$ cat src/rtl/uart_txd_sniffer.sv
// uart_txd_sniffer: 8N1 receiver on the MCU console pin feeding a small
// first-word-fall-through FIFO with sticky frame-error/overflow flags.
// Optional build macro UART_SNIFF_FILTER_EN inserts a 3-sample majority
// glitch filter after the synchronizer.
module uart_txd_sniffer #(
    parameter int CLK_HZ = 27000000,
    parameter int BAUD   = 115200,
    parameter int DEPTH  = 16
) (
    input  logic                     sys_clk,
    input  logic                     reset_n,
    input  logic                     rxd,
    input  logic                     rd_en,
    input  logic                     clear,
    output logic [7:0]               rd_data,
    output logic                     rd_valid,
    output logic [$clog2(DEPTH):0]   fifo_count,
    output logic                     frame_err,
    output logic                     overflow
);

    localparam int CLKS_PER_BIT = CLK_HZ / BAUD;
    localparam int HALF_BIT     = CLKS_PER_BIT / 2;
    localparam int TW           = $clog2(CLKS_PER_BIT);
    localparam int AW           = $clog2(DEPTH);

    localparam logic [2:0] S_IDLE  = 3'd0;
    localparam logic [2:0] S_START = 3'd1;
    localparam logic [2:0] S_DATA  = 3'd2;
    localparam logic [2:0] S_STOP  = 3'd3;
    localparam logic [2:0] S_BREAK = 3'd4;

    logic          rx_meta, rx_s, rx_d, rx_prev;
    logic [4:0]    settle;
    logic          line_ok;
    logic [2:0]    state;
    logic [TW-1:0] timer;
    logic [2:0]    bit_idx;
    logic [7:0]    shreg;
    logic          stop_hit, push_req, ferr_set;

    logic [7:0]    mem [DEPTH];
    logic [AW-1:0] wr_ptr, rd_ptr;
    logic [AW:0]   count;
    logic          full, pop, do_push, ovf_set;

    // two-flop synchronizer for the asynchronous serial line (idle high)
    always_ff @(posedge sys_clk or negedge reset_n) begin
        if (!reset_n) begin
            rx_meta <= 1'b1;
            rx_s    <= 1'b1;
        end else begin
            rx_meta <= rxd;
            rx_s    <= rx_meta;
        end
    end

`ifdef UART_SNIFF_FILTER_EN
    logic [1:0] rx_hist;

    // two previous rx_s samples; together with rx_s they form the 3-sample window
    always_ff @(posedge sys_clk or negedge reset_n) begin
        if (!reset_n) rx_hist <= 2'b11;
        else          rx_hist <= {rx_hist[0], rx_s};
    end

    assign rx_d = (rx_s & rx_hist[0]) | (rx_s & rx_hist[1]) | (rx_hist[0] & rx_hist[1]);
`else
    assign rx_d = rx_s;
`endif

    // rx_prev feeds the edge detector; settle blocks edge detection until the
    // reset-preset 1s have flushed out, so a line held low across reset is not
    // mistaken for a start bit
    always_ff @(posedge sys_clk or negedge reset_n) begin
        if (!reset_n) begin
            rx_prev <= 1'b1;
            settle  <= '0;
        end else begin
            rx_prev <= rx_d;
            settle  <= {settle[3:0], 1'b1};
        end
    end

    assign line_ok  = settle[4];
    assign stop_hit = (state == S_STOP) && (timer == TW'(CLKS_PER_BIT - 1));
    assign push_req = stop_hit && rx_d;
    assign ferr_set = stop_hit && !rx_d;

    // frame decoder: start validated at half bit, data/stop at full-bit steps
    always_ff @(posedge sys_clk or negedge reset_n) begin
        if (!reset_n) begin
            state   <= S_IDLE;
            timer   <= '0;
            bit_idx <= '0;
            shreg   <= '0;
        end else begin
            case (state)
                S_IDLE: begin
                    timer <= '0;
                    if (line_ok && rx_prev && !rx_d) state <= S_START;
                end
                S_START: begin
                    if (timer == TW'(HALF_BIT - 1)) begin
                        timer   <= '0;
                        bit_idx <= '0;
                        state   <= rx_d ? S_IDLE : S_DATA;
                    end else begin
                        timer <= timer + 1'b1;
                    end
                end
                S_DATA: begin
                    if (timer == TW'(CLKS_PER_BIT - 1)) begin
                        timer   <= '0;
                        shreg   <= {rx_d, shreg[7:1]};
                        bit_idx <= bit_idx + 1'b1;
                        if (bit_idx == 3'd7) state <= S_STOP;
                    end else begin
                        timer <= timer + 1'b1;
                    end
                end
                S_STOP: begin
                    if (stop_hit) begin
                        timer <= '0;
                        state <= rx_d ? S_IDLE : S_BREAK;
                    end else begin
                        timer <= timer + 1'b1;
                    end
                end
                S_BREAK: begin
                    timer <= '0;
                    if (rx_d) state <= S_IDLE;
                end
                default: begin
                    timer <= '0;
                    state <= S_IDLE;
                end
            endcase
        end
    end

    assign full    = (count == (AW + 1)'(DEPTH));
    assign pop     = rd_en && (count != '0);
    assign do_push = push_req && (!full || pop);
    assign ovf_set = push_req && full && !pop;

    // FIFO storage; cleared on reset so the head reads 0 before any push
    always_ff @(posedge sys_clk or negedge reset_n) begin
        if (!reset_n) begin
            for (int i = 0; i < DEPTH; i++) mem[i] <= '0;
        end else if (do_push) begin
            mem[wr_ptr] <= shreg;
        end
    end

    // FIFO pointers and occupancy; simultaneous push+pop leaves count unchanged
    always_ff @(posedge sys_clk or negedge reset_n) begin
        if (!reset_n) begin
            wr_ptr <= '0;
            rd_ptr <= '0;
            count  <= '0;
        end else begin
            if (do_push) wr_ptr <= wr_ptr + 1'b1;
            if (pop)     rd_ptr <= rd_ptr + 1'b1;
            case ({do_push, pop})
                2'b10:   count <= count + 1'b1;
                2'b01:   count <= count - 1'b1;
                default: ;
            endcase
        end
    end

    // sticky error flags; a set event outranks a coincident clear
    always_ff @(posedge sys_clk or negedge reset_n) begin
        if (!reset_n) begin
            frame_err <= 1'b0;
            overflow  <= 1'b0;
        end else begin
            if (ferr_set)   frame_err <= 1'b1;
            else if (clear) frame_err <= 1'b0;
            if (ovf_set)    overflow  <= 1'b1;
            else if (clear) overflow  <= 1'b0;
        end
    end

    assign rd_data    = mem[rd_ptr];
    assign rd_valid   = (count != '0);
    assign fifo_count = count;

endmodule

$ cat config.mk
export PLATFORM = sky130hd
export DESIGN_NAME = uart_txd_sniffer
export DESIGN_NICKNAME = d
export VERILOG_FILES = /design/src/rtl/uart_txd_sniffer.sv
export SDC_FILE = /design/constraint.sdc
export NUM_CORES = 1
export LEC_CHECK = 0
export CORE_MARGIN = 10
export CORE_UTILIZATION = 45
export CTS_BUF_LIST = sky130_fd_sc_hd__clkbuf_8 sky130_fd_sc_hd__clkbuf_16
export DETAILED_ROUTE_END_ITERATION = 6
export PLACE_DENSITY = 0.7
export SYNTH_ARGS = -nofsm -noshare
export SYNTH_HDL_FRONTEND = slang
export SYNTH_SLANG_ARGS = --single-unit
$ cat constraint.sdc
create_clock -name sys_clk -period 3.1 [get_ports sys_clk]
set_input_delay 0.465 -clock sys_clk [delete_from_list [all_inputs] [get_ports sys_clk]]
set_output_delay 0.465 -clock sys_clk [all_outputs]
set_load 0.005 [all_outputs]
==> impl_metrics.toml, run 1 <==
[run_status]
status = "complete, no violations"

[min_path]
worstHoldPathType = "reg2reg"

[synth]
ys_ff_latch = 173
muxShareOfSynthArea_pct = 28.9
avgSynthCellArea_um2 = 15.2
ys_warn_count = 0
seq_area_frac_synth_pct = 52.7
synthCells = 542
synth_top_family_by_area = "multiplexers"
synth_top_flop_cell = "dfrtp_1"
synthXorXnorAreaFrac_pct = 1.81
synth_edf_count = 0
synthDistinctLibCells = 55
synthArstFlopShare_pct = 100
post_synth_fa_ha_maj_area_fraction_pct = 2.13
syn_area_um2 = 8230
syn_nets = 561
synth-compound-area-share_pct = 3.30
yosys.area_share.simple_pct = 7.77

[detailed_routing]
vias_per_cell = 5.56
drtIter0Drc = 223
vias = 4467
drc = 0
ant_nets = 0
drt-wirelength-per-cell_um = 19.4
routed_wl_mm = 15.6
firstDrtPassIters = 4

[timing]
fmax_mhz = 340
fin_skew_ps = 8.51
period_share_pct = 94.8
maxSlewViolCount = 0
fin_setup_tns_ps = 0
finalHoldViolCount = 0
setup_viol = 0
rsz0062_at_grt = "no"
worstMarginPinSlew_ps = 701
fin_crit_ps = 2940
slew_headroom_pct = 53.1

[worst_setup_path]
path_class = "reg2out"
path_buf_inv = 2
start_kind = "flop"
path_cells = "buf_12 > mux4_2 > a22oi_1 > nand2_1 > clkdlybuf4s50_1"
cp_data_arrival_time_ps = 2470
required_ps = 2630
endpoint_kind = "output port"
critPathTopFamily = "buffers and inverters"
crit_path_max_incr_delay_ps = 520
cp_slowest_cell = "mux4_2"
cp_max_fo = 26

[clock_network]
cts_tree = "built"
cts_max_path_buffers = 2
cts_inserted_buffers = 17
clk_pin_slew_ps = 60
insertion_delay_ps = 430
root_buffer = "clkbuf_16"
post_cts_buffers = 0
ctsHtreeMaxLevel = 4
clock_sinks = 173

[floorplanning]
rows = 49
dieHeight_um = 155
die-area_um2 = 24100
start_util_pct = 45.8
core_um2 = 18000
ios = 21
die_x_um = 155

[pwr]
powerDensity_nw_per_um2 = 609
fin_total_pwr_mw = 5.65
ir_worst_vdd_mv = 0.531
leakage_nw = 4.36

[grt]
overflow = 0
grt_pass1_vias = 4918
grt_start_max_net_pins = 71
grt_usage_pct = 13.7
grt_pass1_wl_mm = 26.4
grt_antenna_before_repair = 0

[cells_and_area]
final_cells = 804
drive_above_1_share_pct = 42.4
area_growth_pct = 12.8
nets = 582
n_antenna_cell = 0
layout_common_cells = "169 x dfrtp_1, 125 x mux2_2, 32 x mux4_2, 19 x nand2_1, 19 x clkdlybuf4s50_1"
final_common_cell = "dfrtp_1"

[placement]
dp_cells = 772
io_buffers = 20
place.gp.congestion = 0.789
place_hpwl_mm = 10.6

[flow_run]
max_cap_viol_count = 0
metrics by stage:
stage | area [um2] | setup slack (ps) | util (%) | hold WS (ps)
6_report | 9280 | 162 | 51.7 | 352
2_1_floorplan | 8230 | 274 | - | 169
4_1_cts | 9280 | 115 | 51.7 | 353
5_1_grt | 9280 | 25.3 | 51.7 | 365
3_5_place_dp | 8630 | 138 | 48.0 | 340
3_3_place_gp | 8630 | 176 | 48.0 | 334
cells by family after synthesis:
| kind of cell | Yosys count |
|---|---|
| xor+xnor | 17 |
| buf+inv | 41 |
| simple gates | 89 |
| mux | 174 |
| fa+ha+maj | 14 |
| other cells | 1 |
| compound gates | 33 |
| flops | 173 |
worst paths after layout:
kind	end	cells after the start	slack (ps)	start
max reg2reg	fifo_count[4]	11	380	fifo_count[1]
max in group asynchronous	mem[71]	3	1790	reset_n
min	settle[4]	0	350	settle[3]
min reg2reg	settle[4]	0	350	settle[3]
max	rd_data[3]	5	160	rd_ptr[0]
min in group asynchronous	mem[60]	2	530	reset_n
Yosys cell counts (4+ instances only):
cell type	instances	area share [%]
mux2_2	125	17
nor2_1	18	0.82
xnor2_1	13	1.4
nor3_1	4	0.24
dfrtp_1	170	52
nand2_1	19	0.87
dlygate4sd1_1	7	0.75
inv_1	9	0.41
mux2_4	16	2.9
mux4_2	32	8.8
nor2b_1	5	0.38
nand4_2	4	0.61
a22oi_1	16	1.5
ha_1	14	2.1
nand3_1	7	0.43
nand3_4	10	2.1
clkbuf_1	14	0.64
xor2_1	4	0.43
timing repair:
| item | 4_1_cts | 5_1_grt |
|---|---|---|
| endpoints found under the hold margin | 40 | 0 |
| resized for setup | 0 | 0 |
| hold buffers | 1 | 0 |
sequential cells by signal (all words and copies together), names as in the netlist:
signal and flops:
overflow 1, mem 128, settle 5, bit_idx 3, fifo_count 5, state 3, rd_ptr 4, frame_err 1
timer 8, rx_d 1, rx_meta 1, rx_prev 1, wr_ptr 4, shreg 8
final cells by class:
| class | count | area (um2) |
|---|---|---|
| Sequential cell | 173 | 4330 |
| Clock buffer | 21 | 480 |
| Clock inverter | 10 | 161 |
| Timing Repair Buffer | 34 | 359 |
| Fill cell | 1469 | 8680 |
| Tap cell | 229 | 287 |
| Multi-Input combinational cell | 328 | 3620 |
| Inverter | 9 | 33.8 |
per-layer routing:
metal	GRT usage [%]	vias up	routed length (um)
met3	3.83	14	631
met1	17.5	2348	7240
met2	22.3	62	7620
met5	0	-	0
met4	3.61	0	138
li1	-	2043	-
power by group:
part | total [mW] | switching [mW] | leakage, nW | internal, mW
sequential | 2.44 | 0.105 | 2.37 | 2.33
clock | 2.28 | 0.853 | 0.319 | 1.43
combinational | 0.937 | 0.502 | 1.67 | 0.435
No activity file was read; power rests on OpenSTA's default activity.
==> run 2, diff against run 1 <==
- CORE_MARGIN: 10 -> 8
==> run 2 against run 1 <==
Global-route usage rose by 2.2 points. Clock-buffer cell count decreased by 4. Clock power is 14% lower. Clock skew fell by 1.3 ps. Core utilization fell by 0.36 points. Non-clock buffer count grew 8. Final area shrank 0.70%. Largest cell class unchanged. Highest routed layer unchanged.
==> impl_metrics.toml, run 2 (same netlist as run 1, synthesis figures left out) <==
[run_status]
status = "complete, no violations"

[worst_setup_path]
cp_max_fo = 14
path_cells = "buf_12 > mux4_2 > a22oi_1 > nand2_1 > clkdlybuf4s50_1"
cp_slowest_cell = "mux4_2"
path_class = "reg2out"
crit_path_max_incr_delay_ps = 530
rrSetupSlack_ps = 400
start_kind = "flop"
required_ps = 2630
cp_data_arrival_time_ps = 2500
endpoint_kind = "output port"

[detailed_routing]
firstDrtPassIters = 4
vias_per_cell = 5.62
ant_nets = 0
drc = 0
routed_wl_mm = 16.7
drtIter0Drc = 267
vias = 4562
drt-wirelength-per-cell_um = 20.6

[placement]
dp_cells = 777
dpl_cell_area_um2 = 8650
io_buffers = 20
place_hpwl_mm = 11.1
place.gp.congestion = 0.797

[timing]
slew_headroom_pct = 51.5
period_share_pct = 95.6
fmax_mhz = 337
finalHoldViolCount = 0
fin_setup_tns_ps = 0
worstMarginPinSlew_ps = 725
rsz0062_at_grt = "no"
maxSlewViolCount = 0
setup_viol = 0
fin_crit_ps = 2960
whs_ps = 27.0
fin_skew_ps = 7.25

[cells_and_area]
top_regs = "mem x128, shreg x8, timer x8"
n_antenna_cell = 0
final_common_cell = "dfrtp_1"
largest_reg_flops = 128
nets = 590
drive_above_1_share_pct = 43.2
final_cells = 812
layout_common_cells = "169 x dfrtp_1, 125 x mux2_2, 32 x mux4_2"
largest-register = "mem"
area_growth_pct = 12.0
fillers = 1504
fin_area_um2 = 9210

[grt]
grt_start_max_net_pins = 71
grt_pass1_wl_mm = 27.6
grt_antenna_before_repair = 0
overflow = 0
grt_usage_pct = 15.9
grt_pass1_vias = 4971

[flow_run]
max_cap_viol_count = 0

[pwr]
leakage_nw = 4.35
ir_worst_vdd_mv = 0.429
power_frac_seq_pct = 45.2
swShare_pct = 28.0
p_comb_share_pct = 18.9
p_switching_mw = 1.52
p_int_mw = 3.91
p_clk_share_pct = 35.9
powerDensity_nw_per_um2 = 588
fin_total_pwr_mw = 5.42

[clock_network]
cts_tree = "built"
insertion_delay_ps = 430
clock_sinks = 173
root_buffer = "clkbuf_16"
clk_pin_slew_ps = 60
ctsHtreeMaxLevel = 4
cts_max_path_buffers = 2
cts_inserted_buffers = 17

[min_path]
worstHoldPathType = "in2async"

[floorplanning]
rows = 49
die-area_um2 = 22900
core_um2 = 18000
ios = 21
start_util_pct = 45.8
die_x_um = 151
dieHeight_um = 151
run 2: path summary, 6_finish.rpt:
| check | start | end | cells past startpoint |
|---|---|---|---|
| max | rd_ptr[0] | rd_data[6] | 5 |
| min | reset_n | mem[120] | 1 |
| max reg2reg | timer[1] | fifo_count[4] | 12 |
| min reg2reg | settle[2] | settle[3] | 0 |
| max in group asynchronous | reset_n | mem[18] | 2 |
| min in group sys_clk | settle[2] | settle[3] | 0 |
run 2: critical path, delay by kind of cell (launching register included):
kind	cells	cell delay [ps]
buffers and inverters	2	670
muxes	1	530
DFF	1	480
AOI/OAI and AO/OA	1	270
and+or+nand+nor	1	100
run 2: metrics by stage:
stage,worst slack (ps),utilization (%)
detailed placement,156,48.2
finish,135,51.3
global route,4.37,51.3
global placement,272,48.2
floorplan,274,-
CTS,52.3,51.3
run 2: repair_timing:
| action | in CTS | in global routing |
|---|---|---|
| setup buffers | 4 | 0 |
| endpoints found under the hold margin | 0 | 0 |
| hold buffers | 0 | 0 |
| setup endpoints to repair | 1 | 0 |
| gates resized for setup | 0 | 0 |
run 2: layer usage:
metal	vias up	track usage, %	wire [um]
met5	-	0	0
met4	0	6.19	251
met3	24	3.44	672
met2	80	25.6	8360
met1	2405	20.6	7410
li1	2053	-	-
run 2: power groups by stage:
stage / combinational (mW) / sequential (mW) / clock [mW]
final: 1.03 / 2.45 / 1.95
after global routing: 1.12 / 2.46 / 2.09
after CTS: 1.04 / 2.45 / 1.99
after detailed placement: 0.993 / 2.49 / 0
after global placement: 0.970 / 2.49 / 0
after floorplan: 0.678 / 2.43 / 0
run 2: final cells by class:
cell class              count  area (um2)  share of cell area (%)
clock buffers              17         425                    4.62
clock inverters            14         106                    1.15
inverters                   9        33.8                   0.367
multi-input cells         328        3620                    39.3
flip-flops and latches    173        4330                    47.0
well taps                 229         287                    3.11
repair buffers             42         404                    4.39
==> run 3, diff against run 2 <==
- RECOVER_POWER: not set -> 25
==> run 3 against run 2 <==
The run now ends with capacitance limit, slew limit left. Sequential share of layout area is essentially flat. Setup slack is the same. Sequential cell count is the same. Non-clock buffer count is the same. Final area is essentially flat. Register-to-register slack lost 50 ps. Routed wire length is essentially flat. Clock skew is the same. Critical path depth is the same. Worst hold slack gained 320 ps. Clock-buffer cell count is the same. Largest cell class unchanged. Largest power group unchanged. Highest routed layer unchanged.
==> impl_metrics.toml, run 3 (same netlist as run 1, synthesis figures left out) <==
[min_path]
worstHoldPathType = "reg2reg"

[detailed_routing]
vias_per_cell = 5.62
firstDrtPassIters = 4
ant_nets = 0
routed_wl_mm = 16.7
vias = 4561
drt-wirelength-per-cell_um = 20.6
drc = 0
drtIter0Drc = 267

[worst_setup_path]
path_cells = "buf_12 > mux4_2 > a22oi_1 > nand2_1 > clkdlybuf4s50_1"
crit_path_max_incr_delay_ps = 530
path_buf_inv = 2
cp_slowest_cell = "mux4_2"
endpoint_kind = "output port"
required_ps = 2630
path_class = "reg2out"
critPathTopFamily = "buffers and inverters"
rrSetupSlack_ps = 350
cp_data_arrival_time_ps = 2500
cp_max_fo = 14
start_kind = "flop"

[run_status]
status = "complete, but fails checks"
violations = "capacitance limit, slew limit"

[cells_and_area]
n_antenna_cell = 0
largest-register = "mem"
area_growth_pct = 11.9
largest_reg_flops = 128
layout_common_cells = "169 x dfrtp_1, 125 x mux2_2, 32 x mux4_2, 19 x nand2_1, 19 x buf_4"
final_util_pct = 51.3
top_regs = "mem x128, shreg x8, timer x8"
fin_area_um2 = 9210
nets = 590
drive_above_1_share_pct = 43.1
final_common_cell = "dfrtp_1"

[grt]
grt_pass1_wl_mm = 27.6
grt_pass1_vias = 4971
grt_usage_pct = 15.9
grt_antenna_before_repair = 0
overflow = 0
grt_start_max_net_pins = 71

[timing]
slew_headroom_pct = -18.1
whs_ps = 350
worstMarginPinSlew_ps = 1770
fin_skew_ps = 7.25
fin_crit_ps = 2960
finalHoldViolCount = 0
fin_setup_tns_ps = 0
period_share_pct = 95.6
setup_viol = 0
maxSlewViolCount = 70
rsz0062_at_grt = "no"
fmax_mhz = 337

[clock_network]
cts_hold_buf = 0
post_cts_buffers = 4
cts_tree = "built"
cts_max_path_buffers = 2
ctsHtreeMaxLevel = 4
clock_sinks = 173
root_buffer = "clkbuf_16"
insertion_delay_ps = 430
cts_resized = 0
clk_pin_slew_ps = 60
cts_inserted_buffers = 17

[pwr]
ir_worst_vdd_mv = 0.429
leakage_nw = 4.35
powerDensity_nw_per_um2 = 589

[floorplanning]
dieHeight_um = 151
ios = 21
core_um2 = 18000
die-area_um2 = 22900
start_util_pct = 45.8
rows = 49
die_x_um = 151

[placement]
io_buffers = 20
dpl_cell_area_um2 = 8650
place.gp.congestion = 0.797
place_hpwl_mm = 11.1

[flow_run]
max_cap_viol_count = 1
-- run 3: cell count changes in the layout (fill, tap and decap cells not counted), sizes merged --
cell           change
clkdlybuf4s50      -1
dlygate4sd3        +1
clkbuf             +1
buf                -1
-- run 3: where the power goes --
part	switching [mW]	total [mW]	internal (mW)	leakage [nW]
clock	0.862	1.95	1.08	0.269
sequential	0.118	2.45	2.33	2.37
combinational	0.536	1.03	0.490	1.71
total	1.52	5.42	3.90	4.35
-- run 3: through the flow --
step	cells	setup slack [ps]	total power, mW
6_report	812	135	5.42
5_1_grt	812	4.37	5.67
4_1_cts	812	52.3	5.48
3_3_place_gp	777	272	3.46
3_5_place_dp	777	156	3.49
2_1_floorplan	542	274	3.11
-- run 3: per-layer routing --
metal / up-vias / part of all wire [%] / track usage, %
met1: 2404 / 44 / 20.6
li1: 2053 / - / -
met5: - / 0 / 0
met2: 80 / 50 / 25.6
met4: 0 / 1.5 / 6.19
met3: 24 / 4.0 / 3.44
-- run 3: worst paths after layout --
kind	start	cells past startpoint	endpoint
setup / recovery	rd_ptr[0]	5	rd_data[6]
hold / removal	settle[2]	0	settle[3]
setup reg to reg	rx_d	10	fifo_count[4]
hold reg to reg	settle[2]	0	settle[3]
max in group asynchronous	reset_n	2	mem[18]
min in group asynchronous	reset_n	1	mem[120]
-- run 3: worst reg2reg max path, delay by kind of cell, from the launching register on --
family | cells | cell delay (ps)
AND/OR/NAND/NOR | 4 | 790
flip-flops | 1 | 690
XOR/XNOR | 2 | 330
adder cells (fa/ha/maj) | 2 | 520
AO/OA/AOI/OAI | 2 | 290
-- run 3: area by class of cell --
class                      instances  area [um2]
timing repair buffer              42         398
fill                            1506        8760
clock buffer                      17         425
sequential                       173        4330
multi-input combinational        328        3620
inverter                           9        33.8
clock inverter                    14         106
tap                              229         287
